**src/rtl/dp_pkg.sv**
```systemverilog
// Shared definitions for the data-processing issue block: opcodes, FSM states,
// instruction field positions and condition codes.
package dp_pkg;

    localparam logic [4:0] OPC_ADD = 5'b00100;
    localparam logic [4:0] OPC_ADC = 5'b00101;

    typedef enum logic [2:0] {
        ST_IDLE   = 3'd0,
        ST_DECODE = 3'd1,
        ST_EXEC   = 3'd2,
        ST_WB     = 3'd3,
        ST_ILL    = 3'd4
    } state_e;

    localparam int COND_HI  = 31;
    localparam int COND_LO  = 28;
    localparam int CLASS_HI = 27;
    localparam int CLASS_LO = 26;
    localparam int I_BIT    = 25;
    localparam int OPC_HI   = 24;
    localparam int OPC_LO   = 21;
    localparam int S_BIT    = 20;
    localparam int RN_HI    = 19;
    localparam int RN_LO    = 16;
    localparam int RD_HI    = 15;
    localparam int RD_LO    = 12;
    localparam int IMM_HI   = 11;
    localparam int IMM_LO   = 0;
    localparam int SH_HI    = 11;
    localparam int SH_LO    = 7;
    localparam int STY_HI   = 6;
    localparam int STY_LO   = 5;
    localparam int REG_BIT  = 4;
    localparam int RM_HI    = 3;
    localparam int RM_LO    = 0;

    localparam logic [3:0] COND_EQ = 4'b0000;
    localparam logic [3:0] COND_NE = 4'b0001;
    localparam logic [3:0] COND_CS = 4'b0010;
    localparam logic [3:0] COND_CC = 4'b0011;
    localparam logic [3:0] COND_MI = 4'b0100;
    localparam logic [3:0] COND_PL = 4'b0101;
    localparam logic [3:0] COND_AL = 4'b1110;

    // Returns {cond_known, cond_pass} for the current flag state.
    function automatic logic [1:0] cond_eval(input logic [3:0] cond, input logic n,
                                             input logic z, input logic c);
        logic [1:0] res;
        case (cond)
            COND_EQ: res = {1'b1, z};
            COND_NE: res = {1'b1, ~z};
            COND_CS: res = {1'b1, c};
            COND_CC: res = {1'b1, ~c};
            COND_MI: res = {1'b1, n};
            COND_PL: res = {1'b1, ~n};
            COND_AL: res = {1'b1, 1'b1};
            default: res = {1'b0, 1'b0};
        endcase
        return res;
    endfunction

endpackage

```
**src/rtl/dp_decode.sv**
```systemverilog
// Combinational field extraction and legality check for one A32 data-processing word.
// Condition evaluation is compiled in only when DP_ISSUE_COND_EN is defined.
module dp_decode
    import dp_pkg::*;
(
    input  logic [31:0] word,
    input  logic        flag_n,
    input  logic        flag_z,
    input  logic        flag_c,
    output logic        imm_bit,
    output logic        s_bit,
    output logic [4:0]  instruction,
    output logic [3:0]  rn_addr,
    output logic [3:0]  rd_addr,
    output logic [3:0]  rm_addr,
    output logic [11:0] imm12,
    output logic [4:0]  shift5,
    output logic [1:0]  stype,
    output logic        legal,
    output logic        cond_pass
);

    logic supported_s;

    assign imm_bit     = word[I_BIT];
    assign s_bit       = word[S_BIT];
    assign instruction = {1'b0, word[OPC_HI:OPC_LO]};
    assign rn_addr     = word[RN_HI:RN_LO];
    assign rd_addr     = word[RD_HI:RD_LO];
    assign rm_addr     = word[RM_HI:RM_LO];
    assign imm12       = word[IMM_HI:IMM_LO];
    assign shift5      = word[SH_HI:SH_LO];
    assign stype       = word[STY_HI:STY_LO];

    // Register-form words with bit4 set are register-shifted forms, which are not handled.
    assign supported_s = (word[CLASS_HI:CLASS_LO] == 2'b00)
                       && ((instruction == OPC_ADD) || (instruction == OPC_ADC))
                       && (word[I_BIT] || !word[REG_BIT]);

`ifdef DP_ISSUE_COND_EN
    logic [1:0] cond_res_s;

    assign cond_res_s = cond_eval(word[COND_HI:COND_LO], flag_n, flag_z, flag_c);
    assign legal      = supported_s && cond_res_s[1];
    assign cond_pass  = cond_res_s[0];
`else
    logic unused_cond_s;

    assign unused_cond_s = ^{word[COND_HI:COND_LO], flag_n, flag_z, flag_c};
    assign legal         = supported_s;
    assign cond_pass     = 1'b1;
`endif

endmodule

```
**src/rtl/dp_issue.sv**
```systemverilog
// Issue FSM for ADD/ADC data-processing words: decode, drive the add unit for
// EXEC_LAT cycles, write back and update flags. DP_ISSUE_COND_EN enables cond checks.
module dp_issue
    import dp_pkg::*;
#(
    parameter int unsigned EXEC_LAT = 1
) (
    input  logic        clk,
    input  logic        rst,
    input  logic        instr_valid,
    input  logic [31:0] instr_word,
    output logic        instr_ready,
    output logic [3:0]  rf_raddr_n,
    output logic [3:0]  rf_raddr_m,
    input  logic [31:0] rf_rdata_n,
    input  logic [31:0] rf_rdata_m,
    output logic        en_inst,
    output logic        IMM,
    output logic [4:0]  instruction,
    output logic        S,
    output logic [31:0] Rn,
    output logic [11:0] imm_operand,
    output logic [4:0]  imm_shift,
    output logic [1:0]  stype,
    output logic [31:0] Rm,
    output logic        carry_in,
    output logic        zero_in,
    output logic        neg_in,
    input  logic [31:0] Rd,
    input  logic        carry_out,
    input  logic        zero_out,
    input  logic        neg_out,
    output logic        rf_we,
    output logic [3:0]  rf_waddr,
    output logic [31:0] rf_wdata,
    output logic        flag_n,
    output logic        flag_z,
    output logic        flag_c,
    output logic        illegal
);

    localparam logic [3:0] LAT_M1 = 4'(EXEC_LAT - 1);

    state_e      state_q, state_d;
    logic [31:0] word_q, word_d;
    logic [3:0]  cnt_q, cnt_d;
    logic        instr_ready_q, instr_ready_d;
    logic        en_inst_q, en_inst_d;
    logic        imm_q, imm_d;
    logic [4:0]  instruction_q, instruction_d;
    logic        s_q, s_d;
    logic [31:0] rn_q, rn_d;
    logic [31:0] rm_q, rm_d;
    logic [11:0] imm_operand_q, imm_operand_d;
    logic [4:0]  imm_shift_q, imm_shift_d;
    logic [1:0]  stype_q, stype_d;
    logic        carry_in_q, carry_in_d;
    logic        zero_in_q, zero_in_d;
    logic        neg_in_q, neg_in_d;
    logic        rf_we_q, rf_we_d;
    logic [3:0]  rf_waddr_q, rf_waddr_d;
    logic        flag_n_q, flag_n_d;
    logic        flag_z_q, flag_z_d;
    logic        flag_c_q, flag_c_d;
    logic        illegal_q, illegal_d;

    logic        dec_imm_s, dec_s_s, dec_legal_s, dec_pass_s;
    logic [4:0]  dec_instruction_s, dec_shift_s;
    logic [3:0]  dec_rn_s, dec_rd_s, dec_rm_s;
    logic [11:0] dec_imm12_s;
    logic [1:0]  dec_stype_s;

    dp_decode u_decode (
        .word        (word_q),
        .flag_n      (flag_n_q),
        .flag_z      (flag_z_q),
        .flag_c      (flag_c_q),
        .imm_bit     (dec_imm_s),
        .s_bit       (dec_s_s),
        .instruction (dec_instruction_s),
        .rn_addr     (dec_rn_s),
        .rd_addr     (dec_rd_s),
        .rm_addr     (dec_rm_s),
        .imm12       (dec_imm12_s),
        .shift5      (dec_shift_s),
        .stype       (dec_stype_s),
        .legal       (dec_legal_s),
        .cond_pass   (dec_pass_s)
    );

    // Next-state, exec-bus capture, counter and flag update logic.
    always_comb begin
        state_d       = state_q;
        word_d        = word_q;
        cnt_d         = cnt_q;
        imm_d         = imm_q;
        instruction_d = instruction_q;
        s_d           = s_q;
        rn_d          = rn_q;
        rm_d          = rm_q;
        imm_operand_d = imm_operand_q;
        imm_shift_d   = imm_shift_q;
        stype_d       = stype_q;
        carry_in_d    = carry_in_q;
        zero_in_d     = zero_in_q;
        neg_in_d      = neg_in_q;
        rf_waddr_d    = rf_waddr_q;
        flag_n_d      = flag_n_q;
        flag_z_d      = flag_z_q;
        flag_c_d      = flag_c_q;

        case (state_q)
            ST_IDLE: begin
                if (instr_valid && instr_ready_q) begin
                    word_d  = instr_word;
                    state_d = ST_DECODE;
                end else begin
                    state_d = ST_IDLE;
                end
            end
            ST_DECODE: begin
                if (!dec_legal_s) begin
                    state_d = ST_ILL;
                end else if (!dec_pass_s) begin
                    state_d = ST_IDLE;
                end else begin
                    // Operands are captured here, so a writeback to Rn/Rm cannot disturb them.
                    imm_d         = dec_imm_s;
                    instruction_d = dec_instruction_s;
                    s_d           = dec_s_s;
                    rn_d          = rf_rdata_n;
                    rm_d          = rf_rdata_m;
                    imm_operand_d = dec_imm12_s;
                    imm_shift_d   = dec_shift_s;
                    stype_d       = dec_stype_s;
                    carry_in_d    = flag_c_q;
                    zero_in_d     = flag_z_q;
                    neg_in_d      = flag_n_q;
                    rf_waddr_d    = dec_rd_s;
                    cnt_d         = LAT_M1;
                    state_d       = ST_EXEC;
                end
            end
            ST_EXEC: begin
                if (cnt_q == 4'd0) begin
                    state_d = ST_WB;
                end else begin
                    cnt_d = cnt_q - 4'd1;
                end
            end
            ST_WB: begin
                state_d = ST_IDLE;
                if (s_q) begin
                    flag_n_d = neg_out;
                    flag_z_d = zero_out;
                    flag_c_d = carry_out;
                end else begin
                    flag_n_d = flag_n_q;
                end
            end
            ST_ILL: begin
                state_d = ST_IDLE;
            end
            default: begin
                state_d = ST_IDLE;
            end
        endcase

        instr_ready_d = (state_d == ST_IDLE);
        en_inst_d     = (state_d == ST_EXEC) || (state_d == ST_WB);
        rf_we_d       = (state_d == ST_WB);
        illegal_d     = (state_d == ST_ILL);
    end

    // State and output registers with synchronous reset.
    always_ff @(posedge clk) begin
        if (rst) begin
            state_q       <= ST_IDLE;
            word_q        <= 32'h0;
            cnt_q         <= 4'd0;
            instr_ready_q <= 1'b1;
            en_inst_q     <= 1'b0;
            imm_q         <= 1'b0;
            instruction_q <= 5'd0;
            s_q           <= 1'b0;
            rn_q          <= 32'h0;
            rm_q          <= 32'h0;
            imm_operand_q <= 12'h0;
            imm_shift_q   <= 5'd0;
            stype_q       <= 2'd0;
            carry_in_q    <= 1'b0;
            zero_in_q     <= 1'b0;
            neg_in_q      <= 1'b0;
            rf_we_q       <= 1'b0;
            rf_waddr_q    <= 4'd0;
            flag_n_q      <= 1'b0;
            flag_z_q      <= 1'b0;
            flag_c_q      <= 1'b0;
            illegal_q     <= 1'b0;
        end else begin
            state_q       <= state_d;
            word_q        <= word_d;
            cnt_q         <= cnt_d;
            instr_ready_q <= instr_ready_d;
            en_inst_q     <= en_inst_d;
            imm_q         <= imm_d;
            instruction_q <= instruction_d;
            s_q           <= s_d;
            rn_q          <= rn_d;
            rm_q          <= rm_d;
            imm_operand_q <= imm_operand_d;
            imm_shift_q   <= imm_shift_d;
            stype_q       <= stype_d;
            carry_in_q    <= carry_in_d;
            zero_in_q     <= zero_in_d;
            neg_in_q      <= neg_in_d;
            rf_we_q       <= rf_we_d;
            rf_waddr_q    <= rf_waddr_d;
            flag_n_q      <= flag_n_d;
            flag_z_q      <= flag_z_d;
            flag_c_q      <= flag_c_d;
            illegal_q     <= illegal_d;
        end
    end

    assign rf_raddr_n  = dec_rn_s;
    assign rf_raddr_m  = dec_rm_s;
    assign instr_ready = instr_ready_q;
    assign en_inst     = en_inst_q;
    assign IMM         = imm_q;
    assign instruction = instruction_q;
    assign S           = s_q;
    assign Rn          = rn_q;
    assign Rm          = rm_q;
    assign imm_operand = imm_operand_q;
    assign imm_shift   = imm_shift_q;
    assign stype       = stype_q;
    assign carry_in    = carry_in_q;
    assign zero_in     = zero_in_q;
    assign neg_in      = neg_in_q;
    assign rf_we       = rf_we_q;
    assign rf_waddr    = rf_waddr_q;
    assign rf_wdata    = rf_we_q ? Rd : 32'h0;
    assign flag_n      = flag_n_q;
    assign flag_z      = flag_z_q;
    assign flag_c      = flag_c_q;
    assign illegal     = illegal_q;

endmodule

```
**config.mk**
```make
export PLATFORM = sky130hd
export DESIGN_NAME = dp_issue
export DESIGN_NICKNAME = d
export VERILOG_FILES = /design/src/rtl/dp_pkg.sv /design/src/rtl/dp_decode.sv /design/src/rtl/dp_issue.sv
export SDC_FILE = /design/constraint.sdc
export NUM_CORES = 1
export LEC_CHECK = 0
export CORE_MARGIN = 2
export CORE_UTILIZATION = 39
export CTS_BUF_LIST = sky130_fd_sc_hd__clkbuf_2
export CTS_CLUSTER_SIZE = 25
export DETAILED_ROUTE_END_ITERATION = 6
export PLACE_DENSITY = 0.8
export SYNTH_ARGS = -nofsm -noshare
export SYNTH_HDL_FRONTEND = slang
export SYNTH_SLANG_ARGS = --single-unit
```
**constraint.sdc**
```tcl
create_clock -name clk -period 1.7 [get_ports clk]
set_input_delay 0.34 -clock clk [delete_from_list [all_inputs] [get_ports clk]]
set_output_delay 0.34 -clock clk [all_outputs]
set_load 0.01 [all_outputs]
```
==> results of run 1 <==
## registers in the layout (all words and copies together), names as in the netlist, 3 cells and up
register / flops
Rm: 32
Rn: 32
word_q: 28
imm_operand: 12
cnt_q: 4
instruction: 4
rf_waddr: 4
state_q: 3
## cells in the mapped netlist
master,number,area share (%)
or3_1,2,0.21
o21ba_2,1,0.16
or2_2,1,0.10
o22ai_1,1,0.10
nor4_1,1,0.10
mux2i_1,89,15
buf_4,19,2.3
a21oi_1,31,2.5
ha_1,2,0.41
nor3b_1,3,0.37
nand3b_1,28,3.4
or3b_1,2,0.29
nand4bb_1,1,0.18
a221oi_1,1,0.14
a211oi_1,1,0.12
xnor2_1,1,0.14
o41ai_1,1,0.14
and3_1,1,0.10
nor2_1,4,0.25
nand4b_1,1,0.14
clkbuf_1,39,2.4
or4_1,3,0.37
nand2b_1,177,18
buf_2,1,0.082
dfxtp_1,131,43
a211oi_2,2,0.41
buf_1,1,0.062
nor3_1,2,0.16
nand4_1,1,0.10
and2_1,32,3.3
nor2b_1,2,0.21
conb_1,1,0.062
inv_1,4,0.25
buf_12,8,2.6
nor4bb_1,2,0.33
o21ai_0,31,2.5
## worst max-delay path: cells and delay by family (launching register included)
| family | cells | cell delay (ps) |
|---|---|---|
| AND/OR/NAND/NOR | 1 | 140 |
| flip-flops | 1 | 460 |
| buffers and inverters | 2 | 260 |
## repair_timing
| action | in CTS | in global routing |
|---|---|---|
| setup endpoints to repair | 226 | 235 |
| hold buffers | 0 | 0 |
| gates resized for setup | 512 | 221 |
| pin swaps | 3 | 8 |
| buffers inserted | 33 | 19 |
| gates cloned | 9 | 5 |
## cells by family after synthesis
kind of cell	count (synthesis)	share of synthesized area, %
fa+ha+maj	2	0.410
xor+xnor	1	0.144
simple gates	263	27.8
compound gates	69	6.18
mux	89	14.6
other cells	1	0.0615
buf+inv	72	7.76
flops	131	43.0
## final cells by class
type / instances / area (sq um) / area share, %
timing repair buffer: 350 / 3220 / 33.4
tap: 211 / 264 / 2.73
inverter: 4 / 15.0 / 0.155
multi-input combinational: 426 / 3170 / 32.8
clock inverter: 11 / 136 / 1.41
clock buffer: 20 / 100 / 1.04
antenna: 1 / 2.50 / 0.0259
sequential: 131 / 2750 / 28.5
## worst max path at each step
stage	from	endpoint	depth (start not counted)
after floorplan	state_q[0]	IMM	7
after global placement	Rd[1]	rf_wdata[1]	3
after detailed placement	Rd[1]	rf_wdata[1]	3
final	rf_we	rf_wdata[7]	3
after CTS	rf_we	rf_wdata[4]	3
after global routing	rf_we	rf_wdata[7]	3
## stage by stage
| step | utilization (%) | hold slack (ps) | setup slack (ps) | total power, mW |
|---|---|---|---|---|
| 2_1_floorplan | - | 448 | -14.8 | 3.66 |
| 3_3_place_gp | 58.7 | 454 | -144 | 4.12 |
| 3_5_place_dp | 58.7 | 459 | -140 | 4.13 |
| 4_1_cts | 64.0 | 22.7 | -293 | 6.13 |
| 5_1_grt | 63.3 | 25.3 | -289 | 6.33 |
| 6_report | 63.3 | 87.2 | -164 | 6.05 |
## power by group
group | internal [mW] | switching (mW) | total (mW) | leakage [nW]
logic | 0.572 | 0.344 | 0.916 | 2.69
registers | 3.15 | 0.0375 | 3.19 | 1.11
clock network | 0.817 | 1.13 | 1.94 | 0.145
total | 4.54 | 1.51 | 6.05 | 3.94
## routing by layer
metal  track usage, %  up-vias  share of wire, %
li1                 -     2674                 -
met1             23.8     2514                43
met2             34.8      187                49
met3             6.65       19               6.7
met4             5.75        2               1.4
met5                0        -             0.034
==> summary.md, run 1 <==
| Metric | Value |
|---|---|
| Status | complete, but fails checks |
| Failing checks | setup timing |
| Die area | 16,600 sq um |
| Final-report hold violation count | 0 |
| Clk buf depth | 2 |
| Power density cells | 626 nW/um^2 |
| Final GP Congestion | 0.763 |
| Most common cell after layout, fill and taps aside | nand2b_1 |
| Nets | 1,066 |
| Core Box Area | 15,300 sq um |
| Total Routed Length | 17,500 um |
| Antenna violations before repair | 1 |
| Clock Latency Late Sink | a little under 700 ps |
| Leakage power | 3.94 nW |
| Placed Cells | 1,069 |
| Top Ports | roughly 280 |
| Unrepaired setup endpoints after global routing | yes |
| DP Area | 8960 sq um |
| Setup_tns | -8660 ps |
| Clock-pin slew on the worst setup and hold paths | 170 ps |
| VDD IR max | between 0.3 and 0.4 mV |
| First-pass GRT wire length | around 26,000 um |
| Largest net degree at the start of global routing | 63 |
| Row Count | 45 |
| Final setup fails | 105 |
| Crit-path max cell delay | 460 ps |
| Iter 0 DRT Violations | roughly 180 |
| Root buffer cell | clkbuf_2 |
| Synth Register Bits | 131 |
| R2r endpoint | Rn[9] |
| Pre-Repair DR Iteration Count | 4 |
| DP Wirelength | roughly 11,000 um |
| WP data arrival | between 1500 and 2000 ps |
| Fmax | 536 MHz |
| Fillers | 1,324 |
| # H-tree levels | 4 |
| Synth warnings | 0 |
| Die height | 129 um |
| Worst Path Required | 1360 ps |
| CP Max Fanout | 8 |
| Final max-slew violation count | 0 |
| Sink Count | 131 |
| Cell variety after synth | 36 |
| DR DRC count | 0 |
| Crit end category | primary output |
| R2r setup slk | -130 ps |
| Hold Path End | flag_z |
| Mapped Area | 6100 sq um |
| Number of global-route vias before repair | about 5,300 |
| Setup CP Type | register to primary output |
| Area Overhead vs Synth | 58.4% |
| Synthesized netlist cell count | 628 |
| Hold_sp | rst |
| Share of cells above drive strength 1 | 41.8% |
| CTS tree | done |
| CTS Buf Count | 17 |
| WL per Instance | 15.2 um |
| Fin area | just under 10,000 sq um |
| Die Wd | 129 um |
| Syn_area_per_cell | 9.71 sq um |
| Remaining Overflow, GRT | 0 |
| Initial core utilization | between 30% and 40% |
| CP max-delay cell | dfxtp_4 |
| Worst min path class | input pin to register |
| Sequential fraction of the synthesis area | ~43% |
| Via density | 4.68 |
| Reg2reg start | state_q[0] |
| Total GRT Usage | 20.1% |
| Port bufs | 272 |
| Non-Filler Instances | 1,154 |
| Min cycle time layout | ~1900 ps |
| Worst-case reg-to-reg path depth | 7 |
| Final Cycle Share | 110% |
| Post-synth net total | about 760 |
| CP startpoint kind | register |
| Hold path depth | 2 |
| Antenna violation net count after detailed routing | 0 |
| Max-cap violations | 0 |
| Commonest cells after routing, fill and taps aside | nand2b_1, clkdlybuf4s50_1, dfxtp_2 |
| Via count | 5,396 |
| Max Clock Skew | about 27 ps |
| Final worst setup slack | -164 ps |
| Crit-path cells | clkbuf_16, and2_4, buf_6 |
No activity file was read; power rests on OpenSTA's default activity.
==> run 2: changes to the inputs <==
CORE_UTILIZATION = 37   (was 39)
PLACE_DENSITY = 0.79   (was 0.8)
RECOVER_POWER = 100   (was not set)
SYNTH_HIERARCHICAL = 1   (was not set)
==> run 2 against run 1 <==
The flow still finishes with violations (setup timing). Synthesized cell count rose by 8.0%. Clock power fell by 11%. Non-clock buffer count rose by 17. Synthesized area fell by 12%. Register-to-register slack got worse by 270 ps. Largest power group unchanged. Highest routed layer is now met4.
==> summary.md, run 2 <==
| Metric | Value |
|---|---|
| Status | complete, but fails checks |
| Failing checks | setup timing |
| Total GRT Usage | 23.9% (+3.9 points) |
| Via density | 4.97 (+6.3%) |
| Met1 Track Usage GR | 29.2% (+5.4 points) |
| Ant diodes | 0 (-1) |
| Commonest cells after routing, fill and taps aside | nand2_1, clkdlybuf4s50_1, dfxtp_2 |
| Nets | 1,114 (+4.5%) |
| Fmax | 477 MHz (-11%) |
| Met3 usage | 7.43% (+0.78 points) |
| Post-synth net total | 814 (+6.5%) |
| Crit end category | register |
| Root buffer cell | clkbuf_2 |
| Grt peak-use layer | met2 |
| Top Ports | 278 (unchanged) |
| DR DRC count | 0 (unchanged) |
| Worst min path class | input pin to register |
| Max Clock Skew | 39.3 ps (+12.2 ps) |
| CTS Buf Count | 17 (unchanged) |
| Core Box Area | 14,000 sq um (-8.3%) |
| Pre-Repair DR Iteration Count | 4 (unchanged) |
| Antenna violation net count after detailed routing | 0 (unchanged) |
| Power density cells | 577 nW/um^2 (-7.9%) |
| Min cycle time layout | 2100 ps (+231 ps) |
| Synthesized netlist cell count | 678 (+8.0%) |
| CP startpoint kind | register |
| Placed Cells | 1,066 (-0.28%) |
| Via count | 5,814 (+7.7%) |
| Initial core utilization | 38.3% (-1.7 points) |
| WL per Instance | 18.1 um (+19%) |
| Clock Latency Late Sink | 740 ps (+50 ps) |
| Total Routed Length | 21,200 um (+21%) |
| CP max-delay cell | or4b_4 |
| Final core occ | 72.9% (+9.7 points) |
| Number of global-route vias before repair | 5,385 (+1.3%) |
| Share of cells above drive strength 1 | 60.2% (+18 points) |
| Synth warnings | 6 (+6) |
| Most common cell after layout, fill and taps aside | nand2_1 |
| Max-cap violations | 0 (unchanged) |
| DP Area | 8100 sq um (-9.6%) |
| # H-tree levels | 4 (unchanged) |
| Worst slew pin tran | 549 ps |
| Area Overhead vs Synth | 90.5% |
| First-pass GRT wire length | 29,400 um (+11%) |
| Die Wd | 124 um (-3.6%) |
| Sequential Area | 2920 sq um (+6.2%) |
| Unrepaired setup endpoints after global routing | yes |
| Fin Hold WS | 122 ps (+35.2 ps) |
| CP Max Fanout | 7 (-1) |
| Crit-path cells | or4b_4, nor3_4, and3b_2, buf_6, buf_12, nand2_8, buf_16, nand2_2, a21oi_1 |
| Remaining Overflow, GRT | 0 (unchanged) |
| Leakage power | 4.23 nW (+7.3%) |
| Final setup fails | 137 (+30%) |
| Final worst setup slack | -396 ps (-231 ps) |
| Non-Filler Instances | 1,170 (+1.4%) |
| Antenna violations before repair | 0 (-1) |
| WP data arrival | 2710 ps (+1190 ps) |
| Mapped Area | 5360 sq um (-12%) |
| VDD IR max | 0.609 mV (+60%) |
| Setup CP Type | register to register |
| DP Wirelength | 10,700 um (-2.8%) |
| Fin area | 10,200 sq um (+5.7%) |
| CTS tree | done |
| Die height | 124 um (-3.6%) |
| Iter 0 DRT Violations | 259 (+42%) |
| Port bufs | 273 (+0.37%) |
| Multi-input logic area | 3170 sq um (+0.20%) |
| Syn_area_per_cell | 7.90 sq um (-19%) |
| Clock-pin slew on the worst setup and hold paths | 190 ps (+20 ps) |
| Worst Path Required | 2320 ps (+960 ps) |
| Die area | 15,500 sq um (-7.2%) |
| Crit-path max cell delay | 540 ps (+80 ps) |
| Max-slew headroom | ~63% |
| Final GP Congestion | 0.783 (+2.7%) |
| Largest net degree at the start of global routing | 49 (-22%) |
| Grt met2 use | 40.7% (+5.9 points) |
| Fillers | 984 (-26%) |
| Sink Count | 139 (+6.1%) |
| Final-report hold violation count | 0 (unchanged) |
| Clk buf depth | 2 (unchanged) |
| Row Count | 43 (-4.4%) |
| Final Cycle Share | 123% (+14 points) |
| Final max-slew violation count | 0 (unchanged) |
-- run 2: timing repair --
action | in CTS | in global routing
hold endpoints to repair | 8 | 0
setup buffers | 26 | 25
hold buffers | 1 | 0
gates resized for setup | 764 | 325
pin swaps | 56 | 90
endpoints found under the setup margin | 247 | 183
gates cloned | 22 | 5
-- run 2: worst paths after layout --
path,startpoint,end,slack (ps),cells after the start
min,instr_word[18],word_q[18],120,3
min reg2reg,word_q[12],rf_waddr[0],460,2
max,word_q[27],Rn[22],-400,9
max reg2reg,word_q[27],Rn[22],-400,9
-- run 2: metal layers --
metal,part of all wire (%),vias up
met3,6.9,30
met1,39,2800
met5,0,-
li1,-,2753
met2,52,231
met4,1.9,0
-- run 2: cell type report --
class	instances	area share [%]
inverter	2	0.0736
sequential	139	28.6
multi-input combinational	451	31.1
clock buffer	22	1.08
clock inverter	9	0.736
timing repair buffer	367	36.2
tap	180	2.21
-- run 2: through the flow --
step	setup slack [ps]	setup TNS [ps]	total power [mW]
2_1_floorplan	-229	-20170	3.74
3_3_place_gp	-162	-17020	4.09
3_5_place_dp	-211	-19420	4.10
4_1_cts	-359	-41330	5.84
5_1_grt	-474	-52350	6.14
6_report	-396	-42560	5.89
-- run 2: critical path: cells and delay by family, from the launching register on --
| kind | cells | cell delay (ps) |
|---|---|---|
| compound gates | 1 | 80 |
| simple gates | 5 | 1080 |
| flops | 1 | 360 |
| buf+inv | 3 | 450 |
-- run 2: power breakdown --
group	internal [mW]	switching (mW)	total, mW
logic	0.437	0.335	0.772
clock network	0.530	1.20	1.73
registers	3.33	0.0540	3.38
